### src/rtl/fetch_unit.sv
`default_nettype none
// ============================================================================
// Module   : fetch_unit
// Purpose  : Instruction fetch stage. Issues at most one outstanding
//            instruction-memory read, queues returned words in a small
//            registered FIFO and feeds the IF/ID pipeline register.
//            EX-stage redirects cancel the in-flight read and empty the FIFO.
// Ports    : clk, rst                 - clock, synchronous active-high reset
//            stall_f_i, stall_d_i,
//            flush_d_i                - hazard-unit controls
//            pc_src_e_i, pc_target_e_i- redirect from EX
//            imem_req_*               - request channel (valid/ready/addr)
//            imem_rsp_*               - response channel (valid/data)
//            instr_d_o, pc_d_o,
//            pc_plus4_d_o, valid_d_o  - IF/ID outputs to decode
// Revision : 1.0 - initial release
// ============================================================================
module fetch_unit #(
    parameter logic [31:0] RESET_PC   = 32'h0000_0000,
    parameter int          FIFO_DEPTH = 2
) (
    input  logic        clk,
    input  logic        rst,
    input  logic        stall_f_i,
    input  logic        stall_d_i,
    input  logic        flush_d_i,
    input  logic        pc_src_e_i,
    input  logic [31:0] pc_target_e_i,
    output logic        imem_req_valid_o,
    output logic [31:0] imem_req_addr_o,
    input  logic        imem_req_ready_i,
    input  logic        imem_rsp_valid_i,
    input  logic [31:0] imem_rsp_data_i,
    output logic [31:0] instr_d_o,
    output logic [31:0] pc_d_o,
    output logic [31:0] pc_plus4_d_o,
    output logic        valid_d_o
);

    localparam int               C_PTR_W = $clog2(FIFO_DEPTH);
    localparam logic [C_PTR_W:0] C_DEPTH = (C_PTR_W + 1)'(FIFO_DEPTH);
    localparam logic [31:0]      C_NOP   = 32'h0000_0013;

    typedef enum logic [1:0] {
        S_RUN  = 2'd0,  // nothing outstanding
        S_WAIT = 2'd1,  // one read outstanding, result wanted
        S_DROP = 2'd2   // one read outstanding, result to be discarded
    } state_t;

    state_t             r_state;
    state_t             w_state_nxt;
    logic [31:0]        r_pc_f;
    logic [31:0]        r_req_pc;
    logic [31:0]        r_fifo_pc    [FIFO_DEPTH];
    logic [31:0]        r_fifo_instr [FIFO_DEPTH];
    logic [C_PTR_W-1:0] r_rd_ptr;
    logic [C_PTR_W-1:0] r_wr_ptr;
    logic [C_PTR_W:0]   r_count;
    logic               w_fifo_full;
    logic               w_fifo_empty;
    logic               w_req_valid;
    logic               w_req_fire;
    logic               w_push;
    logic               w_pop;
    logic               w_unused_ok;

    // The redirect target is always treated as word aligned.
    assign w_unused_ok = &{1'b0, pc_target_e_i[1:0]};

    assign w_fifo_full  = (r_count == C_DEPTH);
    assign w_fifo_empty = (r_count == '0);

    // A request is only offered when the FIFO is guaranteed room for its
    // response, so a push can never land on a full FIFO.
    assign w_req_valid = (r_state == S_RUN) & ~stall_f_i & ~pc_src_e_i & ~w_fifo_full;
    assign w_req_fire  = w_req_valid & imem_req_ready_i;
    assign w_push      = (r_state == S_WAIT) & imem_rsp_valid_i & ~pc_src_e_i;
    assign w_pop       = ~flush_d_i & ~stall_d_i & ~w_fifo_empty;

    assign imem_req_valid_o = w_req_valid;
    assign imem_req_addr_o  = r_pc_f;

    // ------------------------------------------------------------------
    // Request FSM
    // ------------------------------------------------------------------
    always_ff @(posedge clk) begin
        if (rst) begin
            r_state <= S_RUN;
        end else begin
            r_state <= w_state_nxt;
        end
    end

    always_comb begin
        w_state_nxt = r_state;
        case (r_state)
            S_RUN: begin
                if (w_req_fire) begin
                    w_state_nxt = S_WAIT;
                end
            end
            S_WAIT: begin
                // A response arriving with a redirect is simply not pushed.
                if (imem_rsp_valid_i) begin
                    w_state_nxt = S_RUN;
                end else if (pc_src_e_i) begin
                    w_state_nxt = S_DROP;
                end
            end
            S_DROP: begin
                if (imem_rsp_valid_i) begin
                    w_state_nxt = S_RUN;
                end
            end
            default: begin
                w_state_nxt = S_RUN;
            end
        endcase
    end

    // ------------------------------------------------------------------
    // Fetch PC and address of the outstanding request
    // ------------------------------------------------------------------
    always_ff @(posedge clk) begin
        if (rst) begin
            r_pc_f   <= {RESET_PC[31:2], 2'b00};
            r_req_pc <= {RESET_PC[31:2], 2'b00};
        end else if (pc_src_e_i) begin
            r_pc_f <= {pc_target_e_i[31:2], 2'b00};
        end else if (w_req_fire) begin
            r_req_pc <= r_pc_f;
            r_pc_f   <= r_pc_f + 32'd4;
        end
    end

    // ------------------------------------------------------------------
    // Fetch buffer: storage (no reset needed) and pointers/occupancy
    // ------------------------------------------------------------------
    always_ff @(posedge clk) begin
        if (w_push) begin
            r_fifo_pc[r_wr_ptr]    <= r_req_pc;
            r_fifo_instr[r_wr_ptr] <= imem_rsp_data_i;
        end
    end

    always_ff @(posedge clk) begin
        if (rst || pc_src_e_i) begin
            r_rd_ptr <= '0;
            r_wr_ptr <= '0;
            r_count  <= '0;
        end else begin
            if (w_push) begin
                r_wr_ptr <= r_wr_ptr + 1'b1;
            end
            if (w_pop) begin
                r_rd_ptr <= r_rd_ptr + 1'b1;
            end
            case ({w_push, w_pop})
                2'b10:   r_count <= r_count + 1'b1;
                2'b01:   r_count <= r_count - 1'b1;
                default: r_count <= r_count;
            endcase
        end
    end

    // ------------------------------------------------------------------
    // IF/ID register: flush beats stall beats load
    // ------------------------------------------------------------------
    always_ff @(posedge clk) begin
        if (rst) begin
            valid_d_o <= 1'b0;
            instr_d_o <= C_NOP;
            pc_d_o    <= 32'h0000_0000;
        end else if (flush_d_i) begin
            valid_d_o <= 1'b0;
        end else if (stall_d_i) begin
            valid_d_o <= valid_d_o;
        end else if (!w_fifo_empty) begin
            valid_d_o <= 1'b1;
            instr_d_o <= r_fifo_instr[r_rd_ptr];
            pc_d_o    <= r_fifo_pc[r_rd_ptr];
        end else begin
            valid_d_o <= 1'b0;
        end
    end

    assign pc_plus4_d_o = pc_d_o + 32'd4;

endmodule
`default_nettype wire

### config.mk
export PLATFORM = sky130hd
export DESIGN_NAME = fetch_unit
export DESIGN_NICKNAME = d
export VERILOG_FILES = /design/src/rtl/fetch_unit.sv
export SDC_FILE = /design/constraint.sdc
export NUM_CORES = 1
export LEC_CHECK = 0
export CAP_MARGIN = 15
export CORE_MARGIN = 1
export CORE_UTILIZATION = 47
export CTS_BUF_LIST = sky130_fd_sc_hd__clkbuf_4 sky130_fd_sc_hd__clkbuf_8
export CTS_CLUSTER_DIAMETER = 150
export DETAILED_ROUTE_END_ITERATION = 6
export PLACE_DENSITY = 0.85
export SYNTH_ARGS = -nofsm -noshare
export SYNTH_HDL_FRONTEND = slang
export SYNTH_SLANG_ARGS = --single-unit
### constraint.sdc
create_clock -name clk -period 7.9 [get_ports clk]
set_input_delay 1.58 -clock clk [delete_from_list [all_inputs] [get_ports clk]]
set_output_delay 1.58 -clock clk [all_outputs]
set_load 0.02 [all_outputs]
# Word-level counts from Yosys, hierarchy flattened
# Memories as Yosys holds them, arrays and structs flattened. A register that Yosys moved wholly into a read port is not among the register bits.
# Index checks and enable logic that the tools add are counted.
[totals] ff_bits=71 latchBits=0 ram_bits=128 rom_bits=0 in_bits=72 out_inout_bits=130 memories=2
[mem_list] memory="r_fifo_instr" depth=2 word_bits=32 rd=1 rd_ports_with_merged_regs=1 wr=1 line_no="55" rtl="logic [31:0] r_fifo_instr [FIFO_DEPTH];"
[mem_list] memory="r_fifo_pc" depth=2 word_bits=32 rd=1 rd_ports_with_merged_regs=1 wr=1 line_no="54" rtl="logic [31:0] r_fifo_pc [FIFO_DEPTH];"
[op_classes] n_addsub=6 n_mul=0 n_div=0 n_lt_le_gt_ge=0 n_eq_ne=8 shift=0 mux=11 bitwise=14 n_reduce_logical=10
[op_table] operator="$add A32 B3 Y32 const B" count=2
[op_table] operator="$mux W32" count=2
[op_table] operator="$and A1 B1 Y1" count=8
[op_table] operator="$mux W2" count=4
[op_table] operator="$eq A2 B2 Y1 const B" count=3
[op_table] operator="$not A1 Y1" count=6
[op_table] operator="$pmux W2 S3" count=1
[op_table] operator="$reduce_and A3 Y1" count=2
[op_table] operator="$eq A2 B1 Y1 const B" count=2
[op_table] operator="$logic_not A2 Y1" count=2
[op_table] operator="$ne A2 B2 Y1 const B" count=2
[op_table] operator="$pmux W2 S2" count=1
[op_table] operator="$reduce_bool A2 Y1" count=2
[op_table] operator="$reduce_or A2 Y1" count=2
[op_table] operator="$mux W1" count=3
[op_table] operator="$ne A3 B3 Y1 const B" count=1
[op_table] operator="$add A1 B1 Y1 const B" count=2
[op_table] operator="$add A2 B1 Y2 const B" count=1
[op_table] operator="$reduce_and A2 Y1" count=1
[op_table] operator="$sub A2 B1 Y2 const B" count=1
[op_table] operator="$logic_or A1 B1 Y1" count=1

# Logic depth before layout (Yosys ltp)
[logic_depth] ltp_word=7 ltp_mapped=11

# Worst setup path before layout
# No wires, ideal clock.
[synth_path] path_kind="input-to-reg" from="input pc_src_e_i" to="memory r_fifo_instr[0][0], enable pin" setup_time_ns=0.482 arrival_time_ns=4.875 path_slack_ns=2.543 cell_stages=4 path_buffers=1 path_cell_list="buf_2 nor4bb_1 inv_1 nor2_1"
[synth_via] elab_chain_cells=4
[synth_lines] element="start, declared" line_no="27" rtl="input logic pc_src_e_i,"
[synth_lines] element="$not A1 Y1 (no line)"
[synth_lines] element="$and A1 B1 Y1" line_no="77" rtl="assign w_push = (r_state == S_WAIT) & imem_rsp_valid_i & ~pc_src_e_i;"
[synth_lines] element="$mux W1" line_no="140" rtl="if (w_push) begin"
[synth_lines] element="$mux W1 (implied by the code)" line_no="142" rtl="r_fifo_instr[r_wr_ptr] <= imem_rsp_data_i;"
[synth_lines] element="end, declared" line_no="55"
# Every way passes these cells.

# Worst setup path in the final report
[layout_path] from="input pc_src_e_i" to="output imem_req_valid_o"
[layout_via] elab_chain_cells=3
[layout_lines] element="$not A1 Y1 (no line)"
[layout_lines] element="$and A1 B1 Y1 (2 in series)" line_no="75" rtl="assign w_req_valid = (r_state == S_RUN) & ~stall_f_i & ~pc_src_e_i & ~w_fifo_full;"
[layout_lines] element="end, declared" line_no="29" rtl="output logic imem_req_valid_o,"
# Every way passes these cells.

==> metrics.txt <==
Critical Path AT 3.25 ns; Congestion Overflow GR 0; vias per cell 5.43; RSZ-0062 raised after global routing false; clk sinks around 250; CTS Buf Count 39; clock root cell clkbuf_8; EDFF count, synth 124; Routability Congestion 0.871; IO buf count 193; Final Critical Period a little under 5 ns; gate count of the mapped netlist ~900; num ports 202; endpoints failing hold 0; f_max about 0.21 GHz; Worst-path clk slew around 0.06 ns; cell internal pwr 2.05 mW; Synth Register Bits 253; post-route ant nets 0; Avg Synthesized Cell Area around 11 µm²; layout cell share with drive strength beyond 1 8.42%; clock network latency to the later pin of the worst-skew pair 0.55 ns; CTS H-tree lvls 2; Psw a little under 600 µW; Post-DP HPWL 15700 µm; Tcrit/Tclk final 61.1%; CP Class in2out; DP Worst Slack 3.07 ns; Clock power frac 41.6%; Seq pwr share between 50% and 60%; TritonCTS clock tree done; CP Capture Type output port; Pwr Density 201 nW/µm²; mapped cell area 10200 µm²; Initial DRC Count 332; final wirelength 23900 µm; largest area contributor in the netlist edfxtp_1; count of cell types in the netlist 58; largest net degree at the start of global routing 97; Layout area overhead 28.5%; Reg2Reg Setup Slack 5.29 ns; Layout Nets 1160; Setup Skew 0.0301 ns; pin slew with the least headroom to its limit 1.03 ns; count leader, synth dfxtp_1; setup TNS 0 ns; clk buf depth 3; area of the core about 21000 µm²; HP Class reg2reg; Yosys warning count 0; antenna cells 0; Switching Share 21.9%; Multi-input gate area approximately 3600 µm²; Post-CTS Hold Fix Bufs 0; CP required 6.32 ns; number of global-route vias before repair 7291; Worst VDD drop 0.121 mV; Post-CTS Repair Setup Buffers 0; initial antenna violation count 1; post-route setup slack just over 3 ns; first-pass GRT wire length 37100 µm; Synth top area share 36.5%; area of all sequential standard cells between 6000 and 7000 µm²; Crit Path Max Fanout 54; crit start category primary input; drt drc 0; total power 2.63 mW; Initial Util 48.2%; Final Max Tran Viols 0; final setup fails 0; max_cap viols 0; Fill cells roughly 1700; register area share after synthesis 61.8%; dominant synthesized flop cell dfxtp_1; Die Ht 149 µm; WL/cell about 17 µm; Leak roughly 4.2 nW; status finished, final reports clean; async set or reset register ratio after synthesis 0%; relative slew slack between 30% and 40%; hold slack 0.451 ns; DR vias between 7000 and 8000; Synth top cells by count 129 x dfxtp_1, 124 x edfxtp_1, 95 x nand2_1; Comb pwr share roughly 5%; all-layer global routing usage 21.4%; Row Count 53; die area ~22000 µm²; synth top area cells edfxtp_1 37%, dfxtp_1 25%, mux2i_1 6.1%, a211oi_1 4.3%, nand2_1 3.5%; Resized cells post-CTS 0; drt pass-1 iters 5; DIE WIDTH ~150 µm
## kinds of logic (layout without fill, tap and decap cells)
family | count (synthesis) | count (layout) | synth area share, %
compound gates | 174 | 174 | 11.0
xor+xnor | 34 | 34 | 2.92
fa+ha+maj | 3 | 3 | 0.368
mux | 63 | 63 | 6.19
flops | 253 | 253 | 61.8
simple gates | 301 | 301 | 14.5
buf+inv | 72 | 282 | 3.23
other cells | 1 | 6 | 0.0368
## registers in the layout (all words and copies together), names as in the netlist
name             cells
r_req_pc            30
instr_d_o           32
r_fifo_instr        64
valid_d_o            1
pc_d_o              30
r_rd_ptr             1
r_state              2
r_fifo_pc           60
r_wr_ptr             1
r_count              2
imem_req_addr_o     30
## worst paths after layout
path,to,cells after the start,startpoint
max,imem_req_valid_o,4,pc_src_e_i
min,r_fifo_pc[0][26]$_DFFE_PP_,0,r_req_pc[26]$_SDFFE_PP0P_
max reg2reg,r_fifo_instr[0][14]$_DFFE_PP_,5,r_state[0]$_SDFFE_PP0P_
min reg2reg,r_fifo_pc[0][26]$_DFFE_PP_,0,r_req_pc[26]$_SDFFE_PP0P_
## cell usage in the layout, fill, tap and decap left out, types with 8 or more instances in the layout
cell,instances
a211oi_1,59
a21oi_1,57
a31oi_1,13
clkbuf_4,20
clkbuf_8,44
clkdlybuf4s50_1,191
dfxtp_1,128
edfxtp_1,124
inv_1,8
mux2i_1,62
nand2_1,95
nand3_1,21
nand4_1,20
nor2_1,86
nor2b_1,11
nor3_1,19
o21ai_0,12
o21ai_1,8
xnor2_1,26
xor2_1,8
## area by class of cell
type	instances	share of cell area, %
Tap cell	275	2.62
Inverter	9	0.267
Clock inverter	8	0.315
Sequential cell	253	48.1
Timing Repair Buffer	201	15.4
Multi-Input combinational cell	581	27.5
Clock buffer	64	5.77
## critical path: stages
cell and delay (ns):
buf_2 0.42, nor4_4 0.43, and2_1 0.20, clkdlybuf4s50_1 0.60
## power by group through the flow
stage | clock network, mW | logic [mW] | registers (mW)
2_1_floorplan | 0 | 0.0513 | 1.44
3_3_place_gp | 0 | 0.128 | 1.43
3_5_place_dp | 0 | 0.130 | 1.43
4_1_cts | 1.12 | 0.131 | 1.40
5_1_grt | 1.17 | 0.141 | 1.41
6_report | 1.10 | 0.132 | 1.40
## stage by stage
| stage | cells | util (%) | instance area (µm²) |
|---|---|---|---|
| finish | 1391 | 62.0 | 13100 |
| floorplan | 906 | - | 10200 |
| detailed placement | 1317 | 57.9 | 12300 |
| global placement | 1317 | 57.9 | 12300 |
| CTS | 1389 | 61.7 | 13100 |
| global route | 1391 | 62.0 | 13100 |
## metal layers
| layer | wire, µm | share of wire (%) | track usage [%] |
|---|---|---|---|
| met5 | 0 | 0 | 0 |
| met4 | 604 | 2.5 | 8.27 |
| met3 | 1380 | 5.8 | 4.74 |
| met2 | 12100 | 51 | 37.8 |
| met1 | 9770 | 41 | 25.2 |
Power figures use the tool's default switching activity.
==> RTL edit 1 (config.mk and constraints unchanged) <==
Make the reset (`rst`) asynchronous in 3 clocked blocks. Comments in the files are not updated.
--- a/src/rtl/fetch_unit.sv
+++ b/src/rtl/fetch_unit.sv
@@ -84,5 +84,5 @@
     // Request FSM
     // ------------------------------------------------------------------
-    always_ff @(posedge clk) begin
+    always_ff @(posedge clk or posedge rst) begin
         if (rst) begin
             r_state <= S_RUN;
@@ -122,5 +122,5 @@
     // Fetch PC and address of the outstanding request
     // ------------------------------------------------------------------
-    always_ff @(posedge clk) begin
+    always_ff @(posedge clk or posedge rst) begin
         if (rst) begin
             r_pc_f   <= {RESET_PC[31:2], 2'b00};
@@ -167,5 +167,5 @@
     // IF/ID register: flush beats stall beats load
     // ------------------------------------------------------------------
-    always_ff @(posedge clk) begin
+    always_ff @(posedge clk or posedge rst) begin
         if (rst) begin
             valid_d_o <= 1'b0;
Check against the original RTL: differs if rst is asserted again (counterexample within 4 cycles, from zero or initial values and one cycle with rst high); with rst held inactive, the same outputs for 4 cycles.
==> RTL edit 1 against the original RTL <==
Die area grew 3.0%. Clock skew down 0.016 ns. Worst hold slack improved by 0.019 ns. Synthesized area increased by 3.1%. Register-to-register slack worse by 0.03 ns. Setup slack lost 0.42 ns. Largest cell class unchanged. Via count up 0.91%. Routed wire length up 7.5%. Design area grew 3.8%. Sequential cell count unchanged. Synthesized cell count is 4.3% lower.
Power is not compared: it rests on default switching activity, and its combinational part moved more than twofold at a synthesized area within 25%.
==> RTL edit 1: results (changes against the original RTL) <==
Status
  • Run status: complete, no violations

Drt
  • Met2 WL: 11800 um (-2.6%)
  • DRT iter0 DRCs: 498 (+50%)
  • DR vias/cell: 5.56 (+2.4%)
  • First drt pass iteration count: 4 (-1)
  • M1 wire length: 10800 um (+11%)
  • Met3 WL post-DR: 2580 um (+87%)
  • Routed len/inst: 18.7 um (+9.1%)

Cells and area
  • Register area: 6940 um^2 (+10%)
  • Multi-input gates: 548 (-5.7%)
  • # clk buffers: 60 (-6.3%)
  • Seq Cell Count: 253 (unchanged)
  • Clock-cell share: 6.79% (+0.71 points)
  • Cell Count, Final, Fillers Out: 1371 (-1.4%)
  • Regs by FF count: r_fifo_instr (64), r_fifo_pc (60), instr_d_o (32)
  • Share of cells above drive strength 1: 9.07% (+0.65 points)
  • Signal buf overhead: 14.7% (-0.75 points)
  • Non-Clock Buffer Count: 202 (+0.50%)
  • Fillers: 1674 (+1.3%)
  • Inverters: 16 (+7)
  • Multi-input combinational area share: 24.5% (-3.0 points)
  • Post-route cell area: 13600 um^2 (+3.8%)
  • # nets final: 1136 (-2.1%)

CTS
  • Total CTS buffers: 40 (+2.6%)
  • Worst-Skew Late Latency: 0.53 ns (-0.02 ns)
  • Post-CTS sizing: 0 (unchanged)

Setup path
  • CP max stage cell: or4_4
  • CP peak stage delay: 0.63 ns (+0.03 ns)
  • Max FO, Critical Path: 43 (-20%)
  • Crit path DAT: 3.67 ns (+0.42 ns)

Global route
  • Met3 Usage GRT: 5.21% (+0.47 points)
  • Grt met2 use: 35.2% (-2.5 points)
  • Vias in the first global route: 7273 (-0.25%)
  • Largest net degree at the start of global routing: 65 (-33%)
  • Initial antenna violation count: 0 (-1)
  • Met1 usage: 30.8% (+5.5 points)
  • First-pass GRT wire length: 39200 um (+5.6%)

Yosys
  • Post-synth ARST share: 49.4% (+49 points)
  • Gate Count Post-Synth: 862 (-4.3%)
  • Synth unique cells: 52 (-10%)
  • Synth top cells by count: edfxtp_1 (124), dfrtp_1 (122), nand2_1 (110)
  • Sequential share of the synthesized area: 66.0% (+4.1 points)
  • Synth top area cells: edfxtp_1 (35%), dfrtp_1 (29%), mux2i_1 (5.9%), nand2_1 (3.9%), a21oi_1 (3.2%)
  • Synth Area per Inst: 12.2 um^2 (+7.7%)

Placement
  • Placed Area: 12700 um^2 (+3.5%)
  • Placer Congestion: 0.912 (+4.7%)
  • Placed insts: 1299 (-1.4%)
  • Place WS: 2.67 ns (-0.395 ns)

Timing
  • Slew margin rel.: 33.0% (+2.0 points)
  • Clock Skew: 0.0145 ns (-0.0156 ns)
RTL edit 1: cell count changes in the layout (fill, tap and decap cells not counted), moves of 11 or more:
cell      change
dfxtp_1     -125
dfrtp_1     +122
a211oi_1     -59
nand2_1      +15
a31oi_1      -13
a21oi_1      +11
clkbuf_4     -11
RTL edit 1: kinds of logic after synthesis:
| family | Yosys count | share of synthesized area [%] |
|---|---|---|
| mux | 62 | 5.90 |
| simple gates | 309 | 14.1 |
| xor+xnor | 34 | 2.83 |
| buf+inv | 66 | 2.83 |
| flops | 253 | 66.0 |
| other cells | 1 | 0.0357 |
| compound gates | 134 | 7.99 |
| fa+ha+maj | 3 | 0.357 |
RTL edit 1: worst paths after layout:
path | slack [ns] | to | start | cells past startpoint
max reg2reg | 5.26 | imem_req_addr_o[22]$_DFFE_PP0P_ | r_state[1]$_DFFE_PP0P_ | 5
max | 2.65 | imem_req_valid_o | pc_src_e_i | 5
min | 0.47 | r_fifo_pc[0][30]$_DFFE_PP_ | r_req_pc[30]$_DFFE_PP0P_ | 0
max in group asynchronous | 4.87 | instr_d_o[3]$_DFFE_PP0P_ | rst | 3
min reg2reg | 0.47 | r_fifo_pc[0][30]$_DFFE_PP_ | r_req_pc[30]$_DFFE_PP0P_ | 0
min in group asynchronous | 1.66 | imem_req_addr_o[22]$_DFFE_PP0P_ | rst | 2
RTL edit 1: power groups by stage:
stage | registers [mW] | clock network (mW) | logic, mW
3_5_place_dp | 1.68 | 0 | 0.597
3_3_place_gp | 1.67 | 0 | 0.585
6_report | 1.66 | 1.25 | 0.596
2_1_floorplan | 1.73 | 0 | 0.213
5_1_grt | 1.68 | 1.33 | 0.644
4_1_cts | 1.66 | 1.27 | 0.601
==> RTL edit 2 (same settings) <==
Made on the original files. Change the parameter `FIFO_DEPTH` from 2 to 4.
--- a/src/rtl/fetch_unit.sv
+++ b/src/rtl/fetch_unit.sv
@@ -18,5 +18,5 @@
 module fetch_unit #(
     parameter logic [31:0] RESET_PC   = 32'h0000_0000,
-    parameter int          FIFO_DEPTH = 2
+    parameter int          FIFO_DEPTH = 4
 ) (
     input  logic        clk,
Formal check against the unedited RTL: same outputs for any inputs over 4 cycles, from zero or initial values and one cycle with rst high; that may be too few to reach the edited logic, so the function may still have changed.
==> RTL edit 2 against the original RTL <==
Via count up 27%. Total power up 51%. Design area up 40%. Combinational power up 8%. Sequential share of layout area up 6.8 points. Sequential cell count up 127. Synthesized area up 46%. Count of clock-buffer cells in the layout up 20. Synthesized cell count up 22%. Critical path depth up 1. Worst hold slack better by 0.0034 ns. Setup slack worse by 0.29 ns. Register-to-register slack better by 0.11 ns. Routed wire length up 45%. Largest power group unchanged. Highest routed layer unchanged.
==> RTL edit 2: results (changes against the original RTL) <==
Status
  • Run status: complete, no violations

Placement
  • Final HPWL from detailed placement: 20500 um (+31%)
  • Place WS: 2.81 ns (-0.254 ns)
  • Placed Area: 17100 um^2 (+40%)
  • Placer Congestion: 0.801 (-8.0%)

Global route
  • Largest net degree at the start of global routing: 70 (-28%)
  • First-pass GRT wire length: 53100 um (+43%)
  • Vias in the first global route: 9629 (+32%)

Timing
  • Clock Skew: 0.0349 ns (+0.00481 ns)
  • Fmax: 0.195 GHz (-5.6%)

Worst hold path
  • Hold path depth: 2 (+2)
  • Hold_sp: instr_d_o[28]$_SDFFE_PP0P_

Drt
  • DR vias/cell: 5.51 (+1.5%)
  • DRT iter0 DRCs: 709 (+110%)
  • First drt pass iteration count: 7 (+2)

Pwr
  • LEAKAGE: 6.14 nW (+45%)

Yosys
  • Synth Area per Inst: 13.6 um^2 (+20%)
  • Synth top area cells: edfxtp_1 (50%), dfxtp_1 (18%), mux4_2 (9.4%), nand2_1 (5.6%), a21oi_1 (3.3%)
  • Post-synth EDFFs: 248 (+100%)
  • Synth top cells by count: edfxtp_1 (248), nand2_1 (221), dfxtp_1 (132)
  • Ys flop type: edfxtp_1
  • Synth unique cells: 46 (-21%)

Setup path
  • Max FO, Critical Path: 24 (-56%)
  • Worst reg2reg path startpoint: r_state[1]$_SDFFE_PP0P_

Cells and area
  • # nets final: 1372 (+18%)
  • Cell Count, Final, Fillers Out: 1738 (+25%)

CTS
  • Total CTS buffers: 58 (+49%)
[RTL edit 2: area by class of cell]
class / instances / area (um^2)
Sequential cell: 380 / 10100
Antenna cell: 1 / 2.50
Fill cell: 2407 / 12500
Clock inverter: 25 / 175
Multi-Input combinational cell: 641 / 4530
Inverter: 11 / 41.3
Timing Repair Buffer: 200 / 1980
Clock buffer: 84 / 1060
Tap cell: 396 / 495
[RTL edit 2: power by group]
group / switching, mW / internal, mW
registers: 0.0244 / 2.12
logic: 0.0760 / 0.0665
clock network: 0.747 / 0.933
total: 0.847 / 3.12
[RTL edit 2: cells by family (layout without fill, tap and decap cells)]
family,count (synthesis),in the layout,synth area share [%]
compound gates,133,133,4.93
xor+xnor,58,58,3.41
fa+ha+maj,8,8,0.721
buf+inv,79,320,2.20
flops,380,380,67.7
mux,63,63,9.43
other cells,1,7,0.0251
simple gates,373,373,11.6
[RTL edit 2: layer usage]
metal  GRT usage (%)  share of wire, %
met1            27.3                41
met2            35.3                49
met3            4.97               7.6
met4            7.08               2.5
met5               0                 0
